### config.mk
export PLATFORM = sky130hd
export DESIGN_NAME = hazard_ctrl_id_rr
export DESIGN_NICKNAME = d
export VERILOG_FILES = /design/src/rtl/hazard_ctrl_id_rr.sv
export SDC_FILE = /design/constraint.sdc
export NUM_CORES = 1
export LEC_CHECK = 0
export ABC_AREA = 1
export ABC_CLOCK_PERIOD_IN_PS = 3550
export CAP_MARGIN = 15
export CORE_MARGIN = 2
export CORE_UTILIZATION = 52
export CTS_BUF_LIST = sky130_fd_sc_hd__clkbuf_4
export DETAILED_ROUTE_END_ITERATION = 8
export MAX_ROUTING_LAYER = met4
export PLACE_DENSITY_LB_ADDON = 0.3
export REMOVE_ABC_BUFFERS = 1
export SETUP_SLACK_MARGIN = 0.4
export SYNTH_ARGS = -nofsm -noshare
export SYNTH_HDL_FRONTEND = slang
export SYNTH_SLANG_ARGS = --single-unit
### constraint.sdc
create_clock -name clk -period 3.55 [get_ports clk]
set_input_delay 0.8875 -clock clk [delete_from_list [all_inputs] [get_ports clk]]
set_output_delay 0.8875 -clock clk [all_outputs]
set_load 0.05 [all_outputs]
### src/rtl/hazard_ctrl_id_rr.sv
// Pipeline sequencer for the IF/ID, ID/RR and RR/EX registers: load-use bubbles,
// LM/SM slot issue, EX-redirect flush and halt freeze.
module hazard_ctrl_id_rr #(
  parameter int LU_BUBBLES = 1,
  parameter int LMSM_W     = 8,
  parameter int RW         = 3
) (
  input  logic              clk,
  input  logic              reset,
  input  logic              id_valid,
  input  logic [RW-1:0]     id_rs_a,
  input  logic              id_rs_a_used,
  input  logic [RW-1:0]     id_rs_b,
  input  logic              id_rs_b_used,
  input  logic              id_is_lmsm,
  input  logic [LMSM_W-1:0] id_lmsm_mask,
  input  logic              rr_valid,
  input  logic [RW-1:0]     rr_rdest,
  input  logic              rr_w_reg,
  input  logic              rr_is_load,
  input  logic              ex_redirect,
  input  logic              stop_seen,
  output logic              stall_IF,
  output logic              stall_ID,
  output logic              kill_IF_ID,
  output logic              kill_ID_RR,
  output logic              kill_RR_EX,
  output logic              lmsm_active,
  output logic [RW-1:0]     lmsm_reg,
  output logic              lmsm_last,
  output logic              halted
);

  typedef enum logic [1:0] {RUN, LU, LMSM, HALT} state_t;

  state_t            state, state_n;
  logic [1:0]        cnt, cnt_n;
  logic [LMSM_W-1:0] mask, mask_n;
  logic [LMSM_W-1:0] cur_mask, rest;
  logic [RW-1:0]     low_idx;
  logic              hazard;

  always_ff @(posedge clk) begin
    if (reset) begin
      state <= RUN;
      cnt   <= '0;
      mask  <= '0;
    end else begin
      state <= state_n;
      cnt   <= cnt_n;
      mask  <= mask_n;
    end
  end

  assign hazard = id_valid & rr_valid & rr_is_load & rr_w_reg &
                  ((id_rs_a_used & (id_rs_a == rr_rdest)) |
                   (id_rs_b_used & (id_rs_b == rr_rdest)));

  // The same slot logic serves the entry cycle (mask from ID) and the
  // LMSM state (latched remainder); rest is the mask with its lowest bit gone.
  always_comb begin
    cur_mask = (state == LMSM) ? mask : id_lmsm_mask;
    rest     = cur_mask & (cur_mask - LMSM_W'(1));
    low_idx  = '0;
    for (int unsigned i = LMSM_W; i > 0; i--) begin
      if (cur_mask[i-1]) low_idx = RW'(i - 1);
    end
  end

  always_comb begin
    state_n     = state;
    cnt_n       = cnt;
    mask_n      = mask;
    stall_IF    = 1'b0;
    stall_ID    = 1'b0;
    kill_IF_ID  = 1'b0;
    kill_ID_RR  = 1'b0;
    kill_RR_EX  = 1'b0;
    lmsm_active = 1'b0;
    lmsm_reg    = '0;
    lmsm_last   = 1'b0;
    halted      = 1'b0;
    if (reset) begin
      state_n = RUN;
      cnt_n   = '0;
      mask_n  = '0;
    end else if (state == HALT) begin
      stall_IF   = 1'b1;
      kill_IF_ID = 1'b1;
      halted     = 1'b1;
    end else if (ex_redirect) begin
      kill_IF_ID = 1'b1;
      kill_ID_RR = 1'b1;
      kill_RR_EX = 1'b1;
      state_n    = RUN;
      cnt_n      = '0;
      mask_n     = '0;
    end else if (stop_seen) begin
      state_n = HALT;
    end else begin
      case (state)
        LMSM: begin
          lmsm_active = 1'b1;
          lmsm_reg    = low_idx;
          mask_n      = rest;
          if (rest == '0) begin
            lmsm_last = 1'b1;
            state_n   = RUN;
          end else begin
            stall_IF = 1'b1;
            stall_ID = 1'b1;
          end
        end
        LU: begin
          stall_IF   = 1'b1;
          stall_ID   = 1'b1;
          kill_RR_EX = 1'b1;
          cnt_n      = cnt - 2'd1;
          if (cnt == 2'd1) state_n = RUN;
        end
        default: begin
          if (hazard) begin
            stall_IF   = 1'b1;
            stall_ID   = 1'b1;
            kill_RR_EX = 1'b1;
            if (LU_BUBBLES > 1) begin
              state_n = LU;
              cnt_n   = 2'(LU_BUBBLES - 1);
            end
          end else if (id_valid && id_is_lmsm && (id_lmsm_mask != '0)) begin
            lmsm_active = 1'b1;
            lmsm_reg    = low_idx;
            if (rest == '0) begin
              lmsm_last = 1'b1;
            end else begin
              stall_IF = 1'b1;
              stall_ID = 1'b1;
              state_n  = LMSM;
              mask_n   = rest;
            end
          end
        end
      endcase
    end
  end

endmodule

==> impl_metrics.ini, run 1 <==
[status]
status = aborted with a tool error
lastStage = global routing
error = [ERROR DPL-0038] Utilization greater than 100%, impossible to legalize

[clock_tree]
cts_htree_levels = 1
postCtsHoldBufs = 0
clock_path_buffers = 2
clk_root_buffer_cell = clkbuf_4
cts_made_buffers = 3
clock-sinks = 11

[logic_synthesis]
syn-instance-count = 208
yosysMostFrequentCell = nand2_1
yosysTopAreaCellShare = 0.171
ys_warn_count = 0
netlist_top_cells_area = dfxtp_1 (17%), nand2_1 (15%), nor2_1 (8.4%)
async_flop_share = 0
synthFlopType = dfxtp_1
post_synth_num_cell_types = 30
synth_top_area_cell = dfxtp_1
syn_avg_cell_area_um2 = 6.20
syn-cell-area_um2 = 1290
yosys-top-cells-count = nand2_1 (50), nor2_1 (29), inv_1 (26)
ys_ff_latch = 11
ys_seq_area_frac = 0.171
synth_enable_flop_cells = 0

[floorplan]
ios = 39
die-height_um = 53.8
start_util = 0.535
num_rows = 18
die_w_um = 53.8

[timing]
worst_endpoint_kind = output port
postGrtWorstEndpoint = stall_IF

[place]
routabilityCongestion = 0.882
portBuffers = 38
hpwlAfterDp_mm = 2.77

[global_route]
grt_max_degree = 15
==> kinds of logic after synthesis <==
logic type	Yosys count	synth area share
AOI/OAI and AO/OA	36	0.181
adders and majority gates	5	0.0485
and+or+nand+nor	114	0.429
DFF	11	0.171
buffers and inverters	36	0.130
xor gates and xnor gates	6	0.0407
==> timing repair <==
| item | in CTS |
|---|---|
| pin swaps | 46 |
| hold endpoints to repair | 0 |
| resized for setup | 96 |
| endpoints found under the setup margin | 8 |
| buffers inserted | 23 |
==> stage by stage <==
step            util  cells  hold slack (ns)  setup slack [ns]  cell area (µm²)
4_1_cts        0.937    318            0.479             0.402             2260
3_5_place_dp   0.793    291            0.465            -0.114             1910
3_3_place_gp   0.793    291            0.459           -0.0356             1910
2_1_floorplan      -    202            0.437            -0.112             1240
==> run 2: changes to the inputs <==
==> config.mk (replaced) <==
export PLATFORM = sky130hd
export DESIGN_NAME = hazard_ctrl_id_rr
export DESIGN_NICKNAME = d
export VERILOG_FILES = /design/src/rtl/hazard_ctrl_id_rr.sv
export SDC_FILE = /design/constraint.sdc
export NUM_CORES = 1
export LEC_CHECK = 0
export ABC_AREA = 1
export ABC_CLOCK_PERIOD_IN_PS = 3550
export CAP_MARGIN = 15
export CORE_AREA = 2 2 63 65
export DETAILED_ROUTE_END_ITERATION = 8
export DIE_AREA = 0 0 65 67
export PLACE_DENSITY_LB_ADDON = 0.15
export REMOVE_ABC_BUFFERS = 1
export SYNTH_ARGS = -nofsm -noshare
export SYNTH_HDL_FRONTEND = slang
export SYNTH_SLANG_ARGS = --single-unit
==> run 2 against run 1 <==
The flow now finishes without violations; area after synthesis is the same; synthesized cell count unchanged.
==> impl_metrics.ini, run 2 <==
[critical_path]
crit_type = input pin to primary output
worstPathRequired_ns = 2.66
end_kind = primary output
critical_path_peak_fanout = 4
cp.arrival_ns = 2.53
start_kind = input pin

[logic_synthesis]
synth_enable_flop_cells = 0
ys_warn_count = 0
syn_avg_cell_area_um2 = 6.20
yosysTopAreaCellShare = 0.171
syn-instance-count = 208
netlist_top_cells_area = dfxtp_1 (17%), nand2_1 (15%), nor2_1 (8.4%)
syn-cell-area_um2 = 1290
post_synth_num_cell_types = 30
ys_seq_area_frac = 0.171
yosysMostFrequentCell = nand2_1
ys_ff_latch = 11
synth_top_area_cell = dfxtp_1
yosys-top-cells-count = nand2_1 (50), nor2_1 (29), inv_1 (26)
async_flop_share = 0
synthFlopType = dfxtp_1

[global_route]
antenna_found_initial = 0
met2_usage = 0.268
grtUsageTotal = 0.163
grtUsageMet1 = 0.224
grt_pass1_wl_mm = 5.75
grt_pass1_vias = 1320
grt_max_degree = 15
gr-total-overflow = 0
use_met3 = 0.0236
busiest_layer = met2

[final_layout]
drive_above_1_share = 0.353
final-seq-area_um2 = 220
top_register = mask
final_nets = 306
utilization = 0.587
final_cell_mix = nand2_1 (43), buf_4 (29), nor2_1 (24), inv_1 (23), clkdlybuf4s50_1 (20)
multi_input_area_um2 = 971
reg_top3 = mask (7), cnt (2), state (2)
largest_reg_flops = 7
nFillCells = 347
diodes = 0
final_common_cell = nand2_1
area_growth_pct = 64.1

[clock_tree]
clock-sinks = 11
path_clk_slew_ns = 0.05
cts_tree = built
cts_made_buffers = 3
clkLatencyLatePin_ns = 0.23
clock_path_buffers = 2
postCtsHoldBufs = 0
clk_root_buffer_cell = clkbuf_8
cts_htree_levels = 1

[floorplan]
num_rows = 22
core_um2 = 3610
ios = 39
dieArea_um2 = 4360
die-height_um = 67
start_util = 0.358
die_w_um = 65

[timing]
finalSetupViolCount = 0
period_needed_ns = 3.42
finClkSkew_ns = 0.00308
finalSetupTns_ns = 0
slew_headroom = 0.758
hold_slack_ns = 0.472
tightest_slew_ns = 0.362
drv_slew = 0
hold_violations = 0
fin_crit_sh = 0.964
timing.fmax_ghz = 0.292

[route]
routedWlPerCell_um = 10.2
drc_errors = 0
num_vias = 1463
drt_iter0_markers = 56
drt_wl_total_mm = 3.26
viasPerCell = 4.57
ant_nets = 0
drt_first_pass_iters = 4

[power_and_ir_drop]
p_leak_uw = 0.00102
power_density_nw_per_um2 = 258
vdd_drop_max_v = 0.000200

[place]
hpwlAfterDp_mm = 2.63
routabilityCongestion = 0.838
portBuffers = 38

[run]
drv_cap = 0

[status]
status = finished clean

[hold_path]
hp-class = flop to flop
run 2: cell counts after synthesis:
Identical to the previous run, type by type.
run 2: metrics by stage:
| step | total power (µW) | worst slack (ns) | cells | cell area (µm²) |
|---|---|---|---|---|
| 6_report | 545 | 0.129 | 320 | 2120 |
| 5_1_grt | 586 | -0.00432 | 320 | 2120 |
| 4_1_cts | 534 | -0.0231 | 316 | 2010 |
| 3_5_place_dp | 407 | -0.0713 | 312 | 1960 |
| 3_3_place_gp | 406 | -0.0463 | 312 | 1960 |
| 2_1_floorplan | 298 | -0.112 | 202 | 1240 |
run 2: path summary, 6_finish.rpt:
| check | startpoint | end | slack, ns | cells past startpoint |
|---|---|---|---|---|
| worst max register to register | state[0] | mask[7] | 1.17 | 16 |
| worst max-delay path | id_lmsm_mask[5] | stall_IF | 0.13 | 14 |
| worst min-delay path | cnt[1] | cnt[1] | 0.47 | 2 |
| worst min register to register | cnt[1] | cnt[1] | 0.47 | 2 |
run 2: metal layers:
layer  up-vias  wire length (µm)  part of all wire
li1        793                 -                 -
met1       638              1620              0.50
met2        30              1440              0.44
met3         2               169             0.052
met4         0                19            0.0058
met5         -                 0                 0
run 2: final cells by class:
cell class	instances	share of cell area
clock buffer	4	0.0213
inverter	30	0.0544
multi-input combinational	161	0.459
sequential	11	0.104
tap	48	0.0284
timing repair buffer	66	0.333
run 2: report_power, final:
part	switching, µW	total (µW)	leakage [µW]	internal, µW
combinational	143	277	0.000910	134
clock	44.1	123	0.0000228	78.6
sequential	9.21	145	0.0000910	136
run 2: kinds of logic after synthesis:
kind of cell / after synthesis / share of synthesized area
and+or+nand+nor: 114 / 0.429
xor gates and xnor gates: 6 / 0.0407
adders and majority gates: 5 / 0.0485
DFF: 11 / 0.171
buffers and inverters: 36 / 0.130
AOI/OAI and AO/OA: 36 / 0.181
run 2: what timing repair did:
item	in CTS	in global routing
resized for setup	4	26
cloned	0	0
pin swaps	0	10
setup endpoints to repair	4	7
endpoints found under the hold margin	0	0
buffers inserted	0	4
run 2: worst max-delay path, cell delays in order:
cell and delay (ns):
clkdlybuf4s50_1 0.46, inv_1 0.05, nand2_1 0.07, nand2_2 0.06
inv_2 0.08, nor2_2 0.05, a21oi_2 0.16, nor2_2 0.07
nand2_4 0.10, nand2_2 0.06, nand2_1 0.07, nand3_2 0.09
a21oi_2 0.20, buf_12 0.15
(Power assumes the default switching activity.)
==> patch: new RTL, flow settings as in run 2 <==
Change the parameter `LMSM_W` from 8 to 10.
--- a/src/rtl/hazard_ctrl_id_rr.sv
+++ b/src/rtl/hazard_ctrl_id_rr.sv
@@ -2,7 +2,7 @@
 // LM/SM slot issue, EX-redirect flush and halt freeze.
 module hazard_ctrl_id_rr #(
   parameter int LU_BUBBLES = 1,
-  parameter int LMSM_W     = 8,
+  parameter int LMSM_W     = 10,
   parameter int RW         = 3
 ) (
   input  logic              clk,
Interface: changed (resized id_lmsm_mask); port bits go from 39 to 41. The function was not compared with the original's and may differ.
==> patch against run 2 <==
Routed wire length increased by 30%. Highest routed layer unchanged. Critical path depth shrank 2. Area after synthesis grew 9.6%. Sequential cell count is 2 higher. Total power grew 10%. Largest power group unchanged. Design area increased by 11%. Critical path type unchanged. Core utilization grew 6.4 points. Worst setup slack got worse by 0.012 ns.
==> patch: results <==
[cells_and_area]
diodes = 0
drive_gt1_share_pct = 30.67
largestRegisters = "mask: 9 flops, cnt: 2 flops, state: 2 flops"

[sta]
relSlewSlack_pct = 68.08
holdWs_ns = 0.4637
skew_ns = 0.003581
maxSlewViolCount = 0

[global_route]
antenna_found_initial = 0
grt_max_degree = 19
grt_use_total_pct = 19.16
grt_pass1_wl_mm = 6.617
first_global_vias = 1618

[clocking]
cts_inserted_buffers = 3
clock_latency_ns = 0.24
cts_htree_levels = 1
cts-root-buf = "clkbuf_8"
path_clk_slew_ns = 0.05
cts_max_path_buffers = 2

[yosys]
async_flop_share_pct = 0
syn_area_per_cell_um2 = 5.480
ys.flop_type = "dfxtp_1"
yosys-top-cells-count = "83 x nand2_1, 41 x nor2_1, 36 x inv_1"
ys_seq_area_share_pct = 18.41
synth_warnings = 0
synth.distinct_cells = 29
netlist_top_cells_area = "nand2_1 22%, dfxtp_1 18%, nor2_1 11%, inv_1 9.6%, a21oi_1 6.0%"

[drt]
detail_route.first_pass.iterations = 4
wl_per_cell_um = 11.36
drt_iter0_drc = 89
via_count = 1750
routed_via_density = 4.679

[setup_path]
r2r_start = "state[0]"
crit_path_max_fanout = 3
reg2reg_slack_ns = 0.88
ff2ff_path_depth = 19
r2r-end = "mask[2]"
cp.arrival_ns = 2.55

[place]
dp_cells = 364
io_buffers = 40
dpl-instance-area_mm2 = 0.002103
detailedPlace.worstSlack_ns = -0.09082
hpwl_mm = 3.166
gp_congestion = 0.8483

[worst_hold_path]
min-delay-start = "cnt[0]"
holdPathStages = 1
hold_path_end = "cnt[0]"
hold_class = "reg2reg"

[run_status]
status = "completed"

[pwr]
p_leak_nw = 1.181
vdd_drop_max_uv = 210.6
[patch: power breakdown]
group,leakage (nW),internal (mW),switching (mW),total [mW]
clock,0.0228,0.0793,0.0541,0.133
combinational,1.05,0.135,0.167,0.301
sequential,0.107,0.159,0.00854,0.168
[patch: worst max-delay path: stages]
cell and delay [ns]:
clkdlybuf4s50_1 0.45, inv_1 0.06, o21ai_2 0.19, inv_2 0.06, nand3_1 0.11, nand2_1 0.09, nand3_2 0.12, nand2_2 0.06
nand2_1 0.07, nand3_2 0.10, a21oi_2 0.19, buf_12 0.15
[patch: worst max path at each step]
stage,start,end,slack (ns),cells after the start
5_1_grt,state[0],stall_IF,-0.04,17
4_1_cts,id_lmsm_mask[4],stall_IF,-0.009,16
6_report,id_lmsm_mask[8],stall_IF,0.12,12
2_1_floorplan,state[0],lmsm_reg[0],-0.67,8
3_5_place_dp,id_lmsm_mask[2],stall_IF,-0.09,16
3_3_place_gp,id_lmsm_mask[2],stall_IF,-0.1,16
[patch: cell type report]
type,instances,area (um^2)
fillers,334,1257
multi-input cells,198,1085
repair buffers,71,745.7
flip-flops and latches,13,260.3
inverters,40,152.6
well taps,48,60.06
clock buffers,4,45.04
[patch: routing by layer]
metal	wire [um]	up-vias	global-route usage, %
li1	-	933	-
met1	1757	773	21.58
met2	2276	40	37.11
met3	186	4	3.547
met4	27	0	3.989
met5	0	-	0
[patch: repair_timing]
action,in CTS,in global routing
endpoints found under the setup margin,5,6
buffers inserted,1,5
gates resized for setup,10,43
pin swaps,3,16
[patch: kinds of logic after synthesis]
kind of cell,synth area share (%)
AO/OA/AOI/OAI,11.51
flip-flops,18.41
XOR/XNOR,2.478
buffers and inverters,14.60
adder cells (fa/ha/maj),4.425
AND/OR/NAND/NOR,48.58
